==> config.mk <==
export PLATFORM = sky130hd
export DESIGN_NAME = mmu_bus_arbiter
export DESIGN_NICKNAME = d
export VERILOG_FILES = /design/src/rtl/mmu_bus_arbiter.sv
export SDC_FILE = /design/constraint.sdc
export NUM_CORES = 1
export LEC_CHECK = 0
export ABC_AREA = 1
export CAP_MARGIN = 20
export CORE_MARGIN = 2
export CORE_UTILIZATION = 39
export DETAILED_ROUTE_END_ITERATION = 7
export PLACE_DENSITY = 0.87
export SETUP_SLACK_MARGIN = 0.02
export SLEW_MARGIN = 40
export SYNTH_ARGS = -nofsm -noshare
export SYNTH_HDL_FRONTEND = slang
export SYNTH_SLANG_ARGS = --single-unit
==> constraint.sdc <==
create_clock -name clk -period 4.89 [get_ports clk]
set_input_delay 0.978 -clock clk [delete_from_list [all_inputs] [get_ports clk]]
set_output_delay 0.978 -clock clk [all_outputs]
set_load 0.01 [all_outputs]
==> src/rtl/mmu_bus_arbiter.sv <==
// mmu_bus_arbiter
// Shares one physical memory port between the translated instruction and data
// paths. Data normally wins arbitration; instruction fetch is forced through
// after STARVE_LIMIT consecutive data grants made while a fetch was waiting.
// Requests carrying an MMU exception complete locally without a bus cycle.
// Optional feature: define MMU_ARB_TIMEOUT_EN to add a bus watchdog and the
// bus_err output; the default build has neither.
module mmu_bus_arbiter #(
   parameter int STARVE_LIMIT   = 4,
   parameter int TIMEOUT_CYCLES = 255
) (
   input  logic        clk,
   input  logic        rst,
   input  logic        inst_req,
   input  logic [31:0] inst_addr,
   input  logic        inst_exp,
   output logic        inst_ack,
   output logic [31:0] inst_rdata,
   input  logic        data_req,
   input  logic        data_we,
   input  logic [3:0]  data_be,
   input  logic [31:0] data_addr,
   input  logic [31:0] data_wdata,
   input  logic        data_exp,
   output logic        data_ack,
   output logic [31:0] data_rdata,
   output logic        mem_req,
   output logic        mem_we,
   output logic [3:0]  mem_be,
   output logic [31:0] mem_addr,
   output logic [31:0] mem_wdata,
   input  logic        mem_ack,
`ifdef MMU_ARB_TIMEOUT_EN
   output logic        bus_err,
`endif
   input  logic [31:0] mem_rdata
);

   typedef enum logic [2:0] {IDLE, BUSY_D, BUSY_I, LOCAL_D, LOCAL_I} state_t;

   localparam int SW = $clog2(STARVE_LIMIT + 1);
   localparam logic [SW-1:0] STARVE_MAX = SW'(STARVE_LIMIT);

   state_t        state, state_nxt;
   logic [SW-1:0] starve_cnt, starve_nxt;
   logic          grant_d, grant_i;
   logic          load_d, load_i;
   logic          bus_to;

   // A fetch request held opposite a saturated starvation count beats data.
   assign grant_d = (state == IDLE) && data_req && !(inst_req && starve_cnt == STARVE_MAX);
   assign grant_i = (state == IDLE) && !grant_d && inst_req;
   assign load_d  = grant_d && !data_exp;
   assign load_i  = grant_i && !inst_exp;
   assign mem_req = (state == BUSY_D) || (state == BUSY_I);

`ifdef MMU_ARB_TIMEOUT_EN
   localparam int TW_RAW = $clog2(TIMEOUT_CYCLES + 1);
   localparam int TW     = (TW_RAW > 8) ? TW_RAW : 8;
   localparam logic [TW-1:0] TO_MAX = TW'(TIMEOUT_CYCLES);

   logic [TW-1:0] to_cnt;

   // Watchdog: restarts at each bus grant and counts every cycle spent waiting for mem_ack.
   always_ff @(posedge clk or posedge rst) begin
      if (rst) begin
         to_cnt <= '0;
      end else if (load_d || load_i) begin
         to_cnt <= '0;
      end else if (mem_req) begin
         to_cnt <= to_cnt + 1'b1;
      end
   end

   assign bus_to  = mem_req && !mem_ack && (to_cnt == TO_MAX);
   assign bus_err = bus_to;
`else
   assign bus_to = 1'b0;
`endif

   // State and starvation counter registers.
   always_ff @(posedge clk or posedge rst) begin
      if (rst) begin
         state      <= IDLE;
         starve_cnt <= '0;
      end else begin
         state      <= state_nxt;
         starve_cnt <= starve_nxt;
      end
   end

   // Bus command capture at grant; held stable for the whole bus transaction.
   always_ff @(posedge clk or posedge rst) begin
      if (rst) begin
         mem_we    <= 1'b0;
         mem_be    <= '0;
         mem_addr  <= '0;
         mem_wdata <= '0;
      end else if (load_d) begin
         mem_we    <= data_we;
         mem_be    <= data_be;
         mem_addr  <= data_addr;
         mem_wdata <= data_wdata;
      end else if (load_i) begin
         mem_we    <= 1'b0;
         mem_be    <= 4'hF;
         mem_addr  <= inst_addr;
         mem_wdata <= '0;
      end
   end

   // Next-state, starvation tracking and completion pulses.
   always_comb begin
      state_nxt  = state;
      starve_nxt = starve_cnt;
      inst_ack   = 1'b0;
      data_ack   = 1'b0;
      inst_rdata = '0;
      data_rdata = '0;
      unique case (state)
         IDLE: begin
            if (grant_d) begin
               state_nxt = data_exp ? LOCAL_D : BUSY_D;
            end else if (grant_i) begin
               state_nxt = inst_exp ? LOCAL_I : BUSY_I;
            end
            if (grant_i || !inst_req) begin
               starve_nxt = '0;
            end else if (grant_d && starve_cnt != STARVE_MAX) begin
               starve_nxt = starve_cnt + 1'b1;
            end
         end
         BUSY_D: begin
            if (mem_ack || bus_to) begin
               data_ack   = 1'b1;
               data_rdata = mem_ack ? mem_rdata : 32'h0;
               state_nxt  = IDLE;
            end
         end
         BUSY_I: begin
            if (mem_ack || bus_to) begin
               inst_ack   = 1'b1;
               inst_rdata = mem_ack ? mem_rdata : 32'h0;
               state_nxt  = IDLE;
            end
         end
         LOCAL_D: begin
            data_ack  = 1'b1;
            state_nxt = IDLE;
         end
         LOCAL_I: begin
            inst_ack  = 1'b1;
            state_nxt = IDLE;
         end
         default: state_nxt = IDLE;
      endcase
   end

endmodule

==> results.rst, run 1 <==
.. list-table::
   :header-rows: 1

   * - Metric
     - Value
   * - Outcome
     - finished clean
   * - Cell-by-cell listing of the critical path
     - clkdlybuf4s50_1, nand4_1, buf_4, nor2_1, clkdlybuf4s50_1
   * - Area enclosed by the die boundary
     - 11,200 um^2
   * - Crit Reg-Reg Endpoint
     - mem_addr[18]
   * - Number of endpoints failing setup at the final stage
     - 0
   * - Share of the yosys chip area belonging to registers
     - a little under half
   * - Upper clock frequency limit
     - 285 MHz
   * - # Post-CTS Setup Buffers
     - 0
   * - Count of placed standard cells in the final layout, fillers left out
     - approximately 990
   * - Top-level I/O count
     - 276
   * - Kind of cell adding the most delay to the critical path
     - buffers and inverters
   * - Count of state elements after synthesis
     - 75
   * - Crit path depth
     - 5
   * - Floorplan die height
     - roughly 110 um
   * - Quantity of I/O buffers inserted on ports
     - 275
   * - Clock tree from TritonCTS
     - done
   * - Slew @ Worst Pin
     - roughly 0.67 ns
   * - Insertion delay to the later sink of the worst-skew pair
     - around 0.33 ns
   * - Post-route clock period utilization
     - 71.9%
   * - RSZ-0062 raised after global routing
     - false
   * - Sum of buffers and inverters on the critical path
     - 3
   * - Inst Count DP
     - a little under 1,000
   * - Synthesis warning total
     - 0
   * - Synthesized net count
     - 730
   * - Global router's overall resource usage
     - 23.2%
   * - Areal power density over the cells
     - 462 nW/um^2
   * - Worst-path clk slew
     - about 0.07 ns
   * - Netlist area before placement
     - ~4000 um^2
   * - Type of the most critical hold path
     - register to register
   * - Hold endpoint
     - mem_wdata[20]
   * - P&R area growth vs syn
     - 74.9%
   * - Total wirelength of the detailed-routed design
     - 13,100 um
   * - Total count of max-transition violations in the final report
     - 0
   * - Filler instances
     - 862
   * - Fraction of registers with async set/reset
     - 100%
   * - Post-cts hold buffer count
     - 0
   * - Count of nets left with antenna violations after detail routing
     - 0
   * - Number of nets in the layout
     - around 990
   * - Cell at the slowest stage of the critical path
     - clkdlybuf4s50_1
   * - Worst R2R Path Depth
     - 11
   * - Die Span X
     - 106 um
   * - Critical path fanouts, max
     - 33
   * - Area of the core region
     - between 10,000 and 15,000 um^2
   * - Area share of the largest cell type after synthesis
     - 46.2%
   * - Share of final-layout standard cells stronger than drive strength 1
     - under 10%
   * - Maximum buffer depth of the clock tree
     - 2
   * - Most frequent cell on the critical path
     - clkdlybuf4s50_1
   * - CP Launch Type
     - input pin
   * - Clock Skews
     - about 0.011 ns
   * - CTS sink count
     - 75
   * - Synthesized area divided by synthesized cell count
     - approximately 6.9 um^2
   * - CP arrival
     - 2.54 ns
   * - Launch point of the worst reg-to-reg path
     - starve_cnt[0]
   * - H-tree depth
     - 3
   * - Antenna cells
     - 0
   * - Number of cells on the worst hold path
     - 2
   * - Antenna violations before repair
     - 2
   * - Via-per-instance ratio
     - approximately 4.5
   * - Endpoint class of the critical path
     - output port
   * - Remaining routing DRC violations
     - 0
   * - Effective utilization at floorplan
     - around two fifths
   * - Reported max-cap violation count
     - 0
   * - Number of synthesized flops with an enable pin
     - 0
   * - Resized cells post-CTS
     - 0
   * - Total negative slack for setup checks
     - 0 ns
   * - Vias post-DR
     - roughly 4,500
   * - Iter 0 DRT Violations
     - 347
   * - Final Hold Viols
     - 0
   * - Maximum number of pins on one net before global-route repair
     - 67
   * - Overflow left after global routing
     - 0
   * - Cells after Synth
     - about 590
   * - Leakage Power
     - roughly 3.5 nW
   * - Post-detailed-placement half-perimeter wirelength
     - ~10000 um
   * - Buffer cell driving the clock tree root
     - clkbuf_8
   * - Count of TritonRoute iterations in the first routing pass
     - 4
   * - Beginning of the worst hold path
     - mem_wdata[20]
   * - Site Rows
     - 37
   * - Vias in the first global route
     - 4,105
   * - Worst vdd rail ir drop
     - 0.000280 V
   * - Critical path type
     - input pin to output port
   * - Top cell type by total area after synthesis
     - dfrtp_1
   * - Delay of the slowest cell on the worst path
     - approximately 0.55 ns
   * - GP Congestion
     - just over 0.8
   * - Distinct cell type count of the synthesized netlist
     - 21
   * - First-pass GRT wire length
     - ~20,000 um
   * - Clock buffers created by TritonCTS
     - 9
   * - Top cells by area, synth
     - dfrtp_1, nand2_1, inv_1
   * - Worst setup slack for register-to-register paths
     - between 2 and 2.5 ns
   * - Routed len/inst
     - approximately 13 um
   * - Most frequently used flop master after synthesis
     - dfrtp_1
   * - Max_slew headroom
     - 55.4%
   * - Critical path data required time
     - between 3 and 4 ns
   * - Min Clock Period, post-route
     - 3.51 ns
==> logic make-up (layout without fill, tap and decap cells) <==
kind of cell | count (synthesis) | in the layout | share of synthesized area (%)
flops | 75 | 75 | 46.2
buf+inv | 140 | 403 | 14.4
simple gates | 329 | 329 | 33.5
fa+ha+maj | 2 | 2 | 0.616
compound gates | 42 | 42 | 5.30
==> Yosys cell counts (4+ instances only) <==
cell / number
clkbuf_1: 15
inv_1: 104
o21ai_0: 25
a21oi_1: 5
nor2_1: 78
nand3_1: 73
buf_4: 5
buf_6: 4
dfrtp_1: 75
o21ai_1: 10
buf_2: 9
nand2_1: 171
==> layout by cell type, fill, tap and decap left out <==
cell type	Yosys	routed
inv_2	2	2
clkbuf_8	0	10
nand3_1	73	73
nand2_1	171	171
a21oi_1	5	5
o31ai_1	2	2
buf_12	0	1
clkinv_2	0	2
nor2_1	78	78
nand4_1	1	1
inv_1	104	103
nand2_2	2	1
inv_4	0	1
clkbuf_1	15	1
o21ai_1	10	10
bufinv_16	0	3
nand3b_1	1	1
nor2_4	2	2
buf_4	5	5
clkdlybuf4s50_1	0	275
dfrtp_1	75	75
o21ai_0	25	25
nand2_4	1	2
ha_1	2	2
==> report_power, final <==
group | internal (W) | switching (W)
Clock | 0.000352 | 0.000225
Combinational | 0.000875 | 0.000775
Sequential | 0.000897 | 0.000161
==> metrics by stage <==
step                      power, W  hold WS (ns)  util (%)  setup slack, ns  instance area, um^2
after CTS                  0.00332         0.504      69.4             1.38                 7100
final                      0.00329         0.497      69.4             1.38                 7100
after global routing       0.00351         0.524      69.4             1.32                 7100
after detailed placement   0.00273         0.487      67.1             1.39                 6860
after global placement     0.00269         0.479      67.1             1.43                 6860
after floorplan            0.00180         0.523         -             2.00                 4060
==> state kept, by name, indices dropped and copies added (netlist names) <==
register / cells
state: 3
mem_wdata: 32
mem_we: 1
mem_addr: 32
mem_be: 4
starve_cnt: 3
==> cell type report <==
cell class	count	area (um^2)	area share, %
Inverter	106	400	5.64
Clock buffer	11	141	1.99
Tap cell	136	170	2.40
Multi-Input combinational cell	373	1610	22.6
Sequential cell	75	1880	26.4
Clock inverter	5	100	1.41
Timing Repair Buffer	281	2810	39.6
==> worst max-delay path by stage <==
stage,from,end,slack [ns]
after global placement,mem_ack,inst_ack,1.43
after CTS,mem_ack,data_rdata[11],1.38
after detailed placement,mem_ack,data_rdata[11],1.39
after global routing,mem_ack,data_rdata[10],1.32
after floorplan,rst,mem_addr[0],2.00
final,mem_ack,data_rdata[11],1.38
==> tightest hold or removal path: stages, from the launching register on <==
cell and delay [ns]:
dfrtp_1 0.34, nand3_1 0.07, nand2_1 0.05
==> routing by layer <==
layer | global-route usage (%) | part of all wire [%] | up-vias
li1 | - | - | 2270
met1 | 24.4 | 37 | 1986
met2 | 41.9 | 52 | 173
met3 | 7.91 | 7.7 | 28
met4 | 10.2 | 2.9 | 4
met5 | 0 | 0.21 | -
No activity file was read; power rests on OpenSTA's default activity.
==> run 2: changes to the inputs <==
--- a/config.mk
+++ b/config.mk
@@ -8,9 +8,9 @@
 export ABC_AREA = 1
 export CAP_MARGIN = 20
 export CORE_MARGIN = 2
-export CORE_UTILIZATION = 39
+export CORE_UTILIZATION = 33
 export DETAILED_ROUTE_END_ITERATION = 7
-export PLACE_DENSITY = 0.87
+export PLACE_DENSITY = 0.79
 export SETUP_SLACK_MARGIN = 0.02
 export SLEW_MARGIN = 40
 export SYNTH_ARGS = -nofsm -noshare
==> constraint.sdc (replaced) <==
create_clock -name clk -period 3.03 [get_ports clk]
set_input_delay 0.606 -clock clk [delete_from_list [all_inputs] [get_ports clk]]
set_output_delay 0.606 -clock clk [all_outputs]
set_load 0.01 [all_outputs]
==> results.rst, run 2 (same netlist as run 1, synthesis figures left out) <==
.. list-table::
   :header-rows: 1

   * - Metric
     - Value
   * - Outcome
     - finished clean
   * - Total internal power
     - 0.00369 W (+74%)
   * - Count of placed standard cells in the final layout, fillers left out
     - 1,002 (+1.5%)
   * - Effective utilization at floorplan
     - 33.8% (-5.9 points)
   * - Share of final-layout standard cells stronger than drive strength 1
     - 3.98% (+0.57 points)
   * - Power share of the combinational group
     - 48.0% (-2.2 points)
   * - Count of TritonRoute iterations in the first routing pass
     - 6 (+2)
   * - Routed len/inst
     - 13.3 um (about the same)
   * - Delay of the slowest cell on the worst path
     - 0.56 ns (about the same)
   * - Insertion delay to the later sink of the worst-skew pair
     - 0.33 ns (about the same)
   * - Registers with the most flip-flops
     - mem_addr: 32 flops, mem_wdata: 32 flops, mem_be: 4 flops
   * - Overflow left after global routing
     - 0 (unchanged)
   * - Post-cts hold buffer count
     - 0 (unchanged)
   * - Kind of cell adding the most delay to the critical path
     - buffers and inverters
   * - Worst hold slack across all endpoints
     - 0.495 ns (-0.00169 ns)
   * - Resized cells post-CTS
     - 0 (unchanged)
   * - Total negative slack for setup checks
     - 0 ns (unchanged)
   * - Number of endpoints failing setup at the final stage
     - 0 (unchanged)
   * - Critical path fanouts, max
     - 8 (-76%)
   * - Net switching power
     - 0.00193 W (+66%)
   * - Clock power share
     - 21.6% (+4.0 points)
   * - # Post-CTS Setup Buffers
     - 0 (unchanged)
   * - Quantity of I/O buffers inserted on ports
     - 275 (unchanged)
   * - Sum of buffers and inverters on the critical path
     - 3 (unchanged)
   * - Setup WS pre-CTS
     - 0.285 ns (-1.10 ns)
   * - Via-per-instance ratio
     - 4.54 (+0.42%)
   * - Inst Count DP
     - 986 (+1.5%)
   * - Most frequent cell on the critical path
     - clkdlybuf4s50_1
   * - Vias post-DR
     - 4,548 (+2.0%)
   * - Min Clock Period, post-route
     - ~2.8 ns
   * - Beginning of the worst hold path
     - mem_wdata[3]
   * - H-tree depth
     - 3 (unchanged)
   * - Count of nets left with antenna violations after detail routing
     - 0 (unchanged)
   * - Iter 0 DRT Violations
     - 227 (-35%)
   * - Reported max-cap violation count
     - 0 (unchanged)
   * - Buffer cell driving the clock tree root
     - clkbuf_16
   * - Final Hold Viols
     - 0 (unchanged)
   * - Beginning of the critical path
     - mem_ack
   * - Leading cell types in the layout, fill and taps excluded
     - clkdlybuf4s50_1, nand2_1, inv_1
   * - First-pass GRT wire length
     - 20,600 um (about the same)
   * - Area of the core region
     - 12,000 um^2 (+17%)
   * - Number of nets in the layout
     - 992 (+0.40%)
   * - Vias in the first global route
     - 4,246 (+3.4%)
   * - Flop pwr share
     - 30.4% (-1.8 points)
   * - Site Rows
     - 40 (+8.1%)
   * - Die Span X
     - 115 um (+8.4%)
   * - GP Congestion
     - 0.813 (-0.16%)
   * - Remaining routing DRC violations
     - 0 (unchanged)
   * - P&R area growth vs syn
     - 79.4%
   * - Endpoint class of the critical path
     - output port
   * - Floorplan die height
     - 115 um (+8.4%)
   * - Critical path data required time
     - 2.42 ns (-1.49 ns)
   * - Worst vdd rail ir drop
     - 0.000326 V (+17%)
   * - Leakage Power
     - 3.63 nW (+2.3%)
   * - Cell-by-cell listing of the critical path
     - clkdlybuf4s50_1, nand4_1, buf_4, nor2_1, clkdlybuf4s50_1
   * - Clock tree from TritonCTS
     - done
   * - Max_slew headroom
     - 54.6% (-0.78 points)
   * - Post-route clock period utilization
     - 91.0%
   * - Type of the most critical hold path
     - register to register
   * - Antenna violations before repair
     - 0 (-2)
   * - Cell at the slowest stage of the critical path
     - clkdlybuf4s50_1
   * - Top-level I/O count
     - 276 (unchanged)
   * - Worst-path clk slew
     - 0.06 ns (about the same)
   * - Post-detailed-placement half-perimeter wirelength
     - 10,200 um (+2.3%)
   * - Critical path type
     - input pin to output port
   * - CTS sink count
     - 75 (unchanged)
   * - Clock buffers created by TritonCTS
     - 9 (unchanged)
   * - RSZ-0062 raised after global routing
     - false
   * - Total count of max-transition violations in the final report
     - 0 (unchanged)
   * - Maximum buffer depth of the clock tree
     - 2 (unchanged)
   * - Areal power density over the cells
     - 772 nW/um^2 (+67%)
   * - Total wirelength of the detailed-routed design
     - 13,300 um (+1.5%)
   * - Final critical-path setup slack
     - 0.272 ns (-1.10 ns)
   * - Slew @ Worst Pin
     - 0.681 ns (+0.0133 ns)
   * - Global router's overall resource usage
     - 19.9% (-3.3 points)
   * - Antenna cells
     - 0 (unchanged)
   * - CP arrival
     - 2.15 ns (-0.39 ns)
   * - Area enclosed by the die boundary
     - 13,200 um^2 (+17%)
   * - Maximum number of pins on one net before global-route repair
     - 66 (-1.5%)
   * - Most common library cell in the layout ignoring fill and taps
     - clkdlybuf4s50_1
   * - Clock Skews
     - 0.00816 ns (-0.00264 ns)
   * - Upper clock frequency limit
     - approximately 360 MHz
   * - CP Launch Type
     - input pin
   * - Layout Utilization
     - 60.7% (-8.8 points)
   * - Launch point of the worst reg-to-reg path
     - starve_cnt[0]
   * - Sw frac
     - 34.3% (-1.0 points)
run 2: cell type report:
class,count,area (um^2)
Clock buffer,9,225
Clock inverter,7,116
Fill cell,1084,4720
Inverter,106,399
Multi-Input combinational cell,373,1610
Sequential cell,75,1880
Tap cell,147,184
Timing Repair Buffer,285,2880
run 2: layer usage:
layer	vias up	GRT usage [%]	wire, um
met1	2032	20.8	5010
met2	194	36.4	6720
met4	0	9.32	463
met5	-	0	0
met3	35	6.11	1090
li1	2287	-	-
run 2: per-stage QoR:
step / instance area (um^2) / power, W
floorplan: 4060 / 0.00290
CTS: 7290 / 0.00570
detailed placement: 6950 / 0.00446
global route: 7290 / 0.00603
global placement: 6950 / 0.00440
finish: 7290 / 0.00562
run 2: worst register-to-register path, delay by kind of cell (launching register included):
family,cells,cell delay (ns)
flops,1,0.38
fa+ha+maj,1,0.17
compound gates,2,0.40
simple gates,4,0.49
buf+inv,2,0.42
run 2: worst paths after layout:
kind	depth (start not counted)	slack [ns]	endpoint
hold reg to reg	2	0.50	mem_wdata[3]
min in group asynchronous	2	0.70	mem_wdata[10]
hold / removal	2	0.50	mem_wdata[3]
setup / recovery	5	0.27	data_rdata[31]
max in group asynchronous	3	1.69	mem_wdata[31]
setup reg to reg	9	1.11	mem_addr[17]
run 2: power groups by stage:
stage	sequential [W]	clock [W]	combinational [W]
finish	0.00171	0.00121	0.00270
global route	0.00177	0.00129	0.00297
CTS	0.00171	0.00124	0.00274
detailed placement	0.00172	0	0.00273
global placement	0.00170	0	0.00269
floorplan	0.00190	0	0.00100
